## config.mk

```make
export PLATFORM = sky130hd
export DESIGN_NAME = muller_hs_tx
export DESIGN_NICKNAME = d
export VERILOG_FILES = /design/src/rtl/muller_hs_tx_pkg.sv /design/src/rtl/muller_hs_tx_fifo.sv /design/src/rtl/muller_hs_tx.sv
export SDC_FILE = /design/constraint.sdc
export NUM_CORES = 1
export LEC_CHECK = 0
export CAP_MARGIN = 25
export CORE_MARGIN = 2
export CORE_UTILIZATION = 35
export DETAILED_ROUTE_END_ITERATION = 6
export PLACE_DENSITY_LB_ADDON = 0.08
export SLEW_MARGIN = 20
export SYNTH_ARGS = -nofsm -noshare
export SYNTH_HDL_FRONTEND = slang
export SYNTH_SLANG_ARGS = --single-unit
```

## constraint.sdc

```tcl
create_clock -name wb_clk_i -period 2.7 [get_ports wb_clk_i]
set_input_delay 0.405 -clock wb_clk_i [delete_from_list [all_inputs] [get_ports wb_clk_i]]
set_output_delay 0.405 -clock wb_clk_i [all_outputs]
set_load 0.01 [all_outputs]
```

## src/rtl/muller_hs_tx_pkg.sv

```systemverilog
// +----------------------------------------------------------------------+
// | muller_hs_tx_pkg: shared widths and FSM encodings for muller_hs_tx   |
// | Revision: 1.0                                                        |
// +----------------------------------------------------------------------+
`default_nettype none

package muller_hs_tx_pkg;

  localparam int DEF_DATA_W      = 4;
  localparam int DEF_FIFO_DEPTH  = 4;
  localparam int DEF_SYNC_STAGES = 2;
  localparam int DEF_TIMEOUT_W   = 8;
  localparam int SENT_W          = 8;

  localparam logic [1:0] ST_IDLE   = 2'd0;
  localparam logic [1:0] ST_SETUP  = 2'd1;
  localparam logic [1:0] ST_REQ_HI = 2'd2;
  localparam logic [1:0] ST_REQ_LO = 2'd3;

  function automatic logic is_wait_state(input logic [1:0] st);
    return (st == ST_REQ_HI) || (st == ST_REQ_LO);
  endfunction

endpackage

`default_nettype wire

```

## src/rtl/muller_hs_tx_fifo.sv

```systemverilog
// +----------------------------------------------------------------------+
// | muller_hs_tx_fifo: synchronous FIFO with wrap-bit pointers           |
// | Revision: 1.0                                                        |
// +----------------------------------------------------------------------+
`default_nettype none

module muller_hs_tx_fifo
  import muller_hs_tx_pkg::*;
#(
  parameter int DATA_W = DEF_DATA_W,
  parameter int DEPTH  = DEF_FIFO_DEPTH
) (
  input  logic              clk,
  input  logic              rst,
  input  logic              push_i,
  input  logic [DATA_W-1:0] push_data_i,
  input  logic              pop_i,
  output logic [DATA_W-1:0] head_o,
  output logic              full_o,
  output logic              empty_o
);

  localparam int AW = $clog2(DEPTH);

  logic [AW:0]       wr_ptr_q, wr_ptr_d;
  logic [AW:0]       rd_ptr_q, rd_ptr_d;
  logic [DATA_W-1:0] mem_q [DEPTH];
  logic              do_push;
  logic              do_pop;

  // Extra MSB distinguishes full from empty when the index bits match.
  assign empty_o = (wr_ptr_q == rd_ptr_q);
  assign full_o  = (wr_ptr_q[AW] != rd_ptr_q[AW]) &&
                   (wr_ptr_q[AW-1:0] == rd_ptr_q[AW-1:0]);
  assign head_o  = mem_q[rd_ptr_q[AW-1:0]];

  assign do_push = push_i && !full_o;
  assign do_pop  = pop_i && !empty_o;

  always_comb begin
    wr_ptr_d = wr_ptr_q;
    rd_ptr_d = rd_ptr_q;
    if (do_push) wr_ptr_d = wr_ptr_q + (AW+1)'(1);
    if (do_pop)  rd_ptr_d = rd_ptr_q + (AW+1)'(1);
  end

  always_ff @(posedge clk) begin
    if (rst) begin
      wr_ptr_q <= '0;
      rd_ptr_q <= '0;
    end else begin
      wr_ptr_q <= wr_ptr_d;
      rd_ptr_q <= rd_ptr_d;
    end
  end

  always_ff @(posedge clk) begin
    if (do_push) mem_q[wr_ptr_q[AW-1:0]] <= push_data_i;
  end

endmodule

`default_nettype wire

```

## src/rtl/muller_hs_tx.sv

```systemverilog
// +----------------------------------------------------------------------+
// | muller_hs_tx: FIFO-buffered 4-phase bundled-data handshake sender    |
// | Revision: 1.0                                                        |
// +----------------------------------------------------------------------+
`default_nettype none

module muller_hs_tx
  import muller_hs_tx_pkg::*;
#(
  parameter int DATA_W      = DEF_DATA_W,
  parameter int FIFO_DEPTH  = DEF_FIFO_DEPTH,
  parameter int SYNC_STAGES = DEF_SYNC_STAGES,
  parameter int TIMEOUT_W   = DEF_TIMEOUT_W
) (
  input  logic              wb_clk_i,
  input  logic              wb_rst_i,
  input  logic              s_valid,
  output logic              s_ready,
  input  logic [DATA_W-1:0] s_data,
  output logic              req_o,
  output logic [DATA_W-1:0] data_o,
  input  logic              ack_i,
  output logic              busy_o,
  output logic              timeout_o,
  output logic [SENT_W-1:0] sent_count_o
);

  logic [SYNC_STAGES-1:0] ack_sync_q, ack_sync_d;
  logic                   ack_s;
  logic [1:0]             state_q, state_d;
  logic                   req_q, req_d;
  logic [DATA_W-1:0]      data_q, data_d;
  logic [TIMEOUT_W-1:0]   wait_cnt_q, wait_cnt_d, wait_cnt_inc;
  logic                   timeout_q, timeout_d;
  logic [SENT_W-1:0]      sent_q, sent_d;
  logic                   avail_q, avail_d;
  logic                   fifo_full;
  logic                   fifo_empty;
  logic                   pop;
  logic [DATA_W-1:0]      fifo_head;

  muller_hs_tx_fifo #(
    .DATA_W (DATA_W),
    .DEPTH  (FIFO_DEPTH)
  ) u_fifo (
    .clk         (wb_clk_i),
    .rst         (wb_rst_i),
    .push_i      (s_valid),
    .push_data_i (s_data),
    .pop_i       (pop),
    .head_o      (fifo_head),
    .full_o      (fifo_full),
    .empty_o     (fifo_empty)
  );

  assign ack_sync_d = {ack_sync_q[SYNC_STAGES-2:0], ack_i};
  assign ack_s      = ack_sync_q[SYNC_STAGES-1];

  assign wait_cnt_inc = (&wait_cnt_q) ? wait_cnt_q : wait_cnt_q + TIMEOUT_W'(1);

  always_comb begin
    state_d    = state_q;
    req_d      = req_q;
    data_d     = data_q;
    wait_cnt_d = wait_cnt_q;
    timeout_d  = timeout_q;
    sent_d     = sent_q;
    pop        = 1'b0;

    case (state_q)
      ST_IDLE: begin
        if (avail_q) begin
          data_d  = fifo_head;
          pop     = 1'b1;
          state_d = ST_SETUP;
        end
      end
      ST_SETUP: begin
        req_d      = 1'b1;
        wait_cnt_d = '0;
        state_d    = ST_REQ_HI;
      end
      ST_REQ_HI: begin
        if (ack_s) begin
          req_d      = 1'b0;
          wait_cnt_d = '0;
          state_d    = ST_REQ_LO;
        end else begin
          wait_cnt_d = wait_cnt_inc;
        end
      end
      ST_REQ_LO: begin
        if (!ack_s) begin
          sent_d  = sent_q + SENT_W'(1);
          state_d = ST_IDLE;
        end else begin
          wait_cnt_d = wait_cnt_inc;
        end
      end
      default: state_d = ST_IDLE;
    endcase

    if (is_wait_state(state_d) && (&wait_cnt_d)) timeout_d = 1'b1;

    // FIFO availability is registered so IDLE never sees the word pushed on the same edge.
    avail_d = !fifo_empty && !pop;
  end

  always_ff @(posedge wb_clk_i) begin
    if (wb_rst_i) begin
      ack_sync_q <= '0;
      state_q    <= ST_IDLE;
      req_q      <= 1'b0;
      data_q     <= '0;
      wait_cnt_q <= '0;
      timeout_q  <= 1'b0;
      sent_q     <= '0;
      avail_q    <= 1'b0;
    end else begin
      ack_sync_q <= ack_sync_d;
      state_q    <= state_d;
      req_q      <= req_d;
      data_q     <= data_d;
      wait_cnt_q <= wait_cnt_d;
      timeout_q  <= timeout_d;
      sent_q     <= sent_d;
      avail_q    <= avail_d;
    end
  end

  assign s_ready      = !fifo_full;
  assign req_o        = req_q;
  assign data_o       = data_q;
  assign timeout_o    = timeout_q;
  assign sent_count_o = sent_q;
  assign busy_o       = (state_q != ST_IDLE) || !fifo_empty;

endmodule

`default_nettype wire

```

* Word-level counts from Yosys, hierarchy flattened
Memories as Yosys holds them, arrays and structs flattened. A register that Yosys moved wholly into a read port is not among the register bits. Index checks and enable logic that the tools add are counted.
Storage, ports and cells: ROM bits 0, bits in writable memories 16, register bits 29, memories 1, output and inout bits 16, bits of input ports 8, latch bits 0, word-level logic and storage cells 56
Memories:
- u_fifo.mem_q | depth 4, bits a word 4, rd ports 1, clocked after memory_dff 1, write ports 1, RTL line muller_hs_tx_fifo.sv:27 | logic [DATA_W-1:0] mem_q [DEPTH];
Cells by class: multipliers 0, $add $sub $neg 4, divide/modulo/power cells 0, reductions and logical operators 18, bitwise operators 1, equal/unequal tests 9, order comparisons 0, multiplexer cells 14, shifts and indexed selects 0
Operators with widths (number):
- 2-to-1 mux 8 bit | 3
- one-hot mux 8 bit (3 select lines) | 1
- adder 8 x 1 -> 8 bit (second input constant) | 2
- AND reduction 8 bit | 2
- == test 2 bit (second input constant) | 4
- one-hot mux 2 bit (4 select lines) | 1
- adder 3 x 1 -> 3 bit (second input constant) | 2
- 2-to-1 mux 2 bit | 3
- AND reduction 2 bit | 3
- logical AND 1 bit | 5
- 2-to-1 mux 1 bit | 5
- nonzero test 2 bit | 2
- == test 3 bit | 1
- zero test 1 bit | 3
- == test 2 x 1 -> 1 bit (second input constant) | 1
- == test 2 bit | 1
- zero test 2 bit | 1
- logical OR 1 bit | 2
- inequality test 2 bit (second input constant) | 1
- one-hot mux 1 bit (2 select lines) | 1
- inequality test 1 bit | 1
- NOT 1 bit | 1

* Logic depth before layout (Yosys ltp)
depth after elaboration 6, mapped depth 8, mapped depth without buffers 7

* Cells and area by module
A second synthesis with hierarchy kept.
Second synthesis, totals: cells, all modules 269, area, all modules 2566.2 um^2
Modules (own cells, without submodules):
- muller_hs_tx | times used 1, area each 1387.6 um^2, sequential area each 540.5 um^2, cells each 178
- muller_hs_tx_fifo | times used 1, area each 1178.6 um^2, sequential area each 640.6 um^2, cells each 91

* Least setup slack after synthesis
Ideal clock, no wire load.
path kind register to register, start register wait_cnt_q[0], end register timeout_q (netlist: timeout_o), library setup time 0.138 ns, setup slack 0.841 ns, required time 2.562 ns, stages on the path, launching flop included 8, buffers on the path 0, arrival time 1.722 ns, period minus slack after synthesis 1.859 ns, path through dfxtp_1 > ha_1 > and2_2 > a31oi_4 > nand3_1 > maj3_2 > a31oi_1 > o32ai_2
Between the ends: word-level cells in the longest chain between the ends 6, elaborated cells on any way between the ends 8, those cells by class 1 x add/sub; 4 x mux; 3 x reduce/logical
Ends and longest elaborated chain:
- start, declared | RTL line muller_hs_tx.sv:33 | logic [TIMEOUT_W-1:0] wait_cnt_q, wait_cnt_d, wait_cnt_inc;
- start signal, assigned | RTL line muller_hs_tx.sv:124 | wait_cnt_q <= wait_cnt_d;
- adder 8 x 1 -> 8 bit or AND reduction 8 bit (tied branches) | RTL line muller_hs_tx.sv:59 | assign wait_cnt_inc = (&wait_cnt_q) ? wait_cnt_q : wait_cnt_q + TIMEOUT_W'(1);
- 2-to-1 mux 8 bit | RTL line muller_hs_tx.sv:59
- 2-to-1 mux 8 bit (on tied branches) | RTL line muller_hs_tx.sv:93, muller_hs_tx.sv:84
- one-hot mux 8 bit (3 select lines) (*) | RTL line muller_hs_tx.sv:70 | case (state_q)
- AND reduction 8 bit (*) | RTL line muller_hs_tx.sv:103 | if (is_wait_state(state_d) && (&wait_cnt_d)) timeout_d = 1'b1;
- logical AND 1 bit (*) | RTL line muller_hs_tx.sv:103
- end signal, assigned | RTL line muller_hs_tx.sv:125 | timeout_q <= timeout_d;
- end, declared | RTL line muller_hs_tx.sv:34 | logic timeout_q, timeout_d;
Mark *: on every way between the ends. The rest lies on a longest branch, timed or not. A chain may end at the register's enable or synchronous reset.

* Worst setup path in the final report
start register state_q[0], end output port busy_o
Between the ends: word-level cells in the longest chain between the ends 2
Ends and longest elaborated chain:
- start, declared | RTL line muller_hs_tx.sv:30 | logic [1:0] state_q, state_d;
- start signal, assigned | RTL line muller_hs_tx.sv:121 | state_q <= state_d;
- nonzero test 2 bit | RTL line muller_hs_tx.sv:136 | assign busy_o = (state_q != ST_IDLE) || !fifo_empty;
- logical OR 1 bit | RTL line muller_hs_tx.sv:136
- end, declared | RTL line muller_hs_tx.sv:23 | output logic busy_o,
Every way passes these cells.

==> flow_summary.rst <==
.. list-table::
   :header-rows: 1

   * - Metric
     - Value
   * - Run status
     - finished clean
   * - Kind of launch point of the worst setup path
     - flop
   * - RD Place Congestion
     - 0.741
   * - Num Clock Sinks
     - 49
   * - Most frequent cells in the layout
     - sky130_fd_sc_hd__dfxtp_1, sky130_fd_sc_hd__nor2_1, sky130_fd_sc_hd__clkdlybuf4s50_1
   * - Total congestion overflow
     - 0
   * - CP Max Fanout
     - 12
   * - Remaining antenna violation count
     - 0
   * - Main synth FF type
     - sky130_fd_sc_hd__dfxtp_1
   * - Placed wire-length estimate
     - 3180 um
   * - Post-CTS Setup Bufs
     - 0
   * - Count of synthesis-stage warnings from yosys
     - 0
   * - Number of inserted filler cells in the final layout
     - 660
   * - PwrDens
     - 561 nW/um^2
   * - Count of nets after finishing
     - 255
   * - Largest vdd supply drop
     - 0.262 mV
   * - Reg2reg start
     - wait_cnt_q[0]$_SDFF_PP0_
   * - Critical path's slowest cell
     - sky130_fd_sc_hd__dfxtp_1
   * - Nets in the synthesized netlist
     - 235
   * - Endpoint kind of the worst setup timing path
     - output pin
   * - Cell types with the largest area share after synthesis
     - sky130_fd_sc_hd__dfxtp_1, sky130_fd_sc_hd__edfxtp_1, sky130_fd_sc_hd__mux4_2, sky130_fd_sc_hd__nor2_1, sky130_fd_sc_hd__ha_1
   * - Worst-case clock skew
     - 11.6 ps
   * - Vias in the first global route
     - 1,534
   * - Actual slew at the worst max-slew pin
     - 427 ps
   * - Hold violation total from the final report
     - 0
   * - Number of iterations in the first detailed-routing pass
     - 4
   * - Final design utilization
     - 0.419
   * - Maximum number of pins on one net before global-route repair
     - 26
   * - Final worst slack
     - 421 ps
   * - Proportion of netlist area held by the largest area contributor
     - 0.292
   * - Critical path's top delay family
     - buffers and inverters
   * - Antenna violations before repair
     - 0
   * - Number of buffers added by the clock tree synthesis step
     - 5
   * - Share of the clock period used by the worst path
     - 0.844
   * - Number of hold buffers added after cts
     - 0
   * - Routed len/inst
     - 13.8 um
   * - Maximum clock insertion buffer count
     - 2
   * - Share of synthesized flip-flops with an asynchronous set or reset
     - 0
   * - Area Growth Syn to Fin
     - 16.9%
   * - Fraction of the yosys area taken by sequential cells
     - 0.504
   * - Routed via count divided by cell count
     - 4.93
   * - Launch instance of the worst min-delay path
     - data_o[2]$_SDFFE_PP0P_
   * - Time the worst path needs with I/O delays and setup
     - 2280 ps
   * - Placed Area
     - 2550 um^2
   * - Standby leakage power
     - 0.000904 uW
   * - Classification of the worst-slack hold path
     - flop to flop
   * - Peak clock frequency supported by timing
     - 0.439 GHz
   * - Slowest stage delay, CP
     - 580 ps
   * - Clock transition at the register clock pins on the worst setup and hold paths after CTS
     - 100 ps
   * - Die ar.
     - 7130 um^2
   * - Data arrival at the endpoint of the critical path
     - 1870 ps
   * - Critical path start-end classification
     - flop to output pin
   * - CP required
     - 2300 ps
   * - Average cell area after synthesis
     - 10.3 um^2
   * - Final-layout worst hold slack
     - 461 ps
   * - Summed area of non-filler cells in the final layout
     - 2650 um^2
   * - Fraction of final layout cells with drive strength greater than 1
     - 0.112
   * - TritonCTS clock tree
     - done
   * - Area of the mapped netlist
     - 2260 um^2
   * - Overall via count from detail_route
     - 1,569
   * - Die X-Extent
     - 84.4 um
   * - Number of placement rows
     - 29
   * - Core region area
     - 6310 um^2
   * - Count of flip-flops with a built-in enable after synthesis
     - 16
   * - Beginning of the critical path
     - state_q[0]$_SDFF_PP0_
   * - Synthesized instance count
     - 220
   * - Yosys top cell by area
     - sky130_fd_sc_hd__dfxtp_1
   * - Number of maximum-capacitance violations
     - 0
   * - Post_cts resized
     - 0
   * - Final setup fails
     - 0
   * - Number of register bits inferred by synthesis
     - 49
   * - Post-placement worst setup slack
     - 690 ps
   * - Vert. Die Dim
     - 84.4 um
   * - Final wirelength
     - 4400 um
   * - Synth unique cells
     - 45
   * - Setup Total Neg Slack
     - 0 ps
   * - Clock latency on the worst-skew pair
     - 310 ps
   * - I/O pin total
     - 24
   * - Slew Limit Headroom
     - 0.714
   * - Critical path buffers and inverters
     - 2
   * - Antenna fix cells
     - 0
   * - Overall global routing resource usage
     - 0.131
   * - First-pass GRT wire length
     - 7420 um
   * - Most common cell after layout, fill and taps aside
     - sky130_fd_sc_hd__dfxtp_1
   * - H-tree depth reported by CTS
     - 2
   * - DR iter-0 viols
     - 45
   * - RSZ-0062 raised after global routing
     - false
   * - CP cell instances
     - nor2_1 > buf_4 > nand2_1 > clkdlybuf4s50_1
   * - DR DRC count
     - 0
   * - Clock Root Buffer
     - sky130_fd_sc_hd__clkbuf_8
   * - IO Port Bufs
     - 23
   * - Pins Over Slew Limit
     - 0
   * - Initial Util
     - 0.359
[sequential cells by signal (all words and copies together) (netlist names)]
register / count
ack_sync_q: 2
avail_q: 1
data_o: 4
req_o: 1
sent_count_o: 8
state_q: 2
timeout_o: 1
u_fifo.mem_q: 16
u_fifo.rd_ptr_q: 3
u_fifo.wr_ptr_q: 3
wait_cnt_q: 8
[metrics by stage]
stage               total power (uW)  cells
global placement                1040    310
finish                          1480    318
global route                    1560    318
detailed placement              1040    310
CTS                             1510    318
floorplan                        962    220
[path summary, 6_finish.rpt]
check	endpoint	depth (start not counted)	slack, ps
setup / recovery	busy_o	4	420
hold / removal	data_o[2]$_SDFFE_PP0P_	2	460
setup reg to reg	timeout_o$_SDFFE_PP0P_	7	690
hold reg to reg	data_o[2]$_SDFFE_PP0P_	2	460
[cell usage after synthesis, types with 2 or more instances]
| master | count |
|---|---|
| sky130_fd_sc_hd__a21oi_1 | 14 |
| sky130_fd_sc_hd__a32o_1 | 2 |
| sky130_fd_sc_hd__and2_1 | 2 |
| sky130_fd_sc_hd__and3_1 | 7 |
| sky130_fd_sc_hd__and3b_1 | 2 |
| sky130_fd_sc_hd__buf_2 | 7 |
| sky130_fd_sc_hd__buf_4 | 2 |
| sky130_fd_sc_hd__clkbuf_1 | 4 |
| sky130_fd_sc_hd__dfxtp_1 | 33 |
| sky130_fd_sc_hd__edfxtp_1 | 16 |
| sky130_fd_sc_hd__ha_1 | 7 |
| sky130_fd_sc_hd__inv_1 | 4 |
| sky130_fd_sc_hd__mux2i_1 | 2 |
| sky130_fd_sc_hd__mux4_2 | 4 |
| sky130_fd_sc_hd__nand2_1 | 22 |
| sky130_fd_sc_hd__nand3_1 | 13 |
| sky130_fd_sc_hd__nand3b_1 | 2 |
| sky130_fd_sc_hd__nand4_1 | 3 |
| sky130_fd_sc_hd__nor2_1 | 24 |
| sky130_fd_sc_hd__nor2b_1 | 4 |
| sky130_fd_sc_hd__nor3_1 | 6 |
| sky130_fd_sc_hd__o21ai_0 | 4 |
| sky130_fd_sc_hd__xnor2_1 | 8 |
| sky130_fd_sc_hd__xor2_1 | 7 |
[cell families (layout without fill, tap and decap cells)]
group,after synthesis,in the layout,share of synthesized area
fa+ha+maj,8,8,0.0437
mux,6,6,0.0486
flops,49,49,0.504
simple gates,96,96,0.219
buf+inv,17,38,0.0354
xor+xnor,15,15,0.0580
compound gates,29,29,0.0907
[worst reg2reg max path: cells and delay by family, from the launching register on]
kind,cells,cell delay [ps]
DFF,1,370
adders and majority gates,2,570
and+or+nand+nor,2,370
AOI/OAI and AO/OA,3,580
[final cells by class]
type,instances,area (um^2),share of cell area
Sequential cell,49,1140,0.431
Multi-Input combinational cell,154,1040,0.394
Timing Repair Buffer,26,253,0.0956
Tap cell,77,96.3,0.0364
Clock buffer,5,68.8,0.0260
Clock inverter,3,28.8,0.0109
Inverter,4,15.0,0.00568
[power breakdown]
group / total [uW] / internal, uW / switching [uW]
Clock: 467 / 194 / 273
Sequential: 827 / 796 / 30.7
Combinational: 191 / 91.9 / 98.9
[per-layer routing]
metal	share of wire	vias up	GRT usage	routed length, um
li1	-	818	-	-
met1	0.47	733	0.172	2070
met2	0.49	14	0.214	2140
met3	0.028	4	0.0295	123
met4	0.015	0	0.0476	67
met5	0	-	0	0
Power figures use the tool's default switching activity.
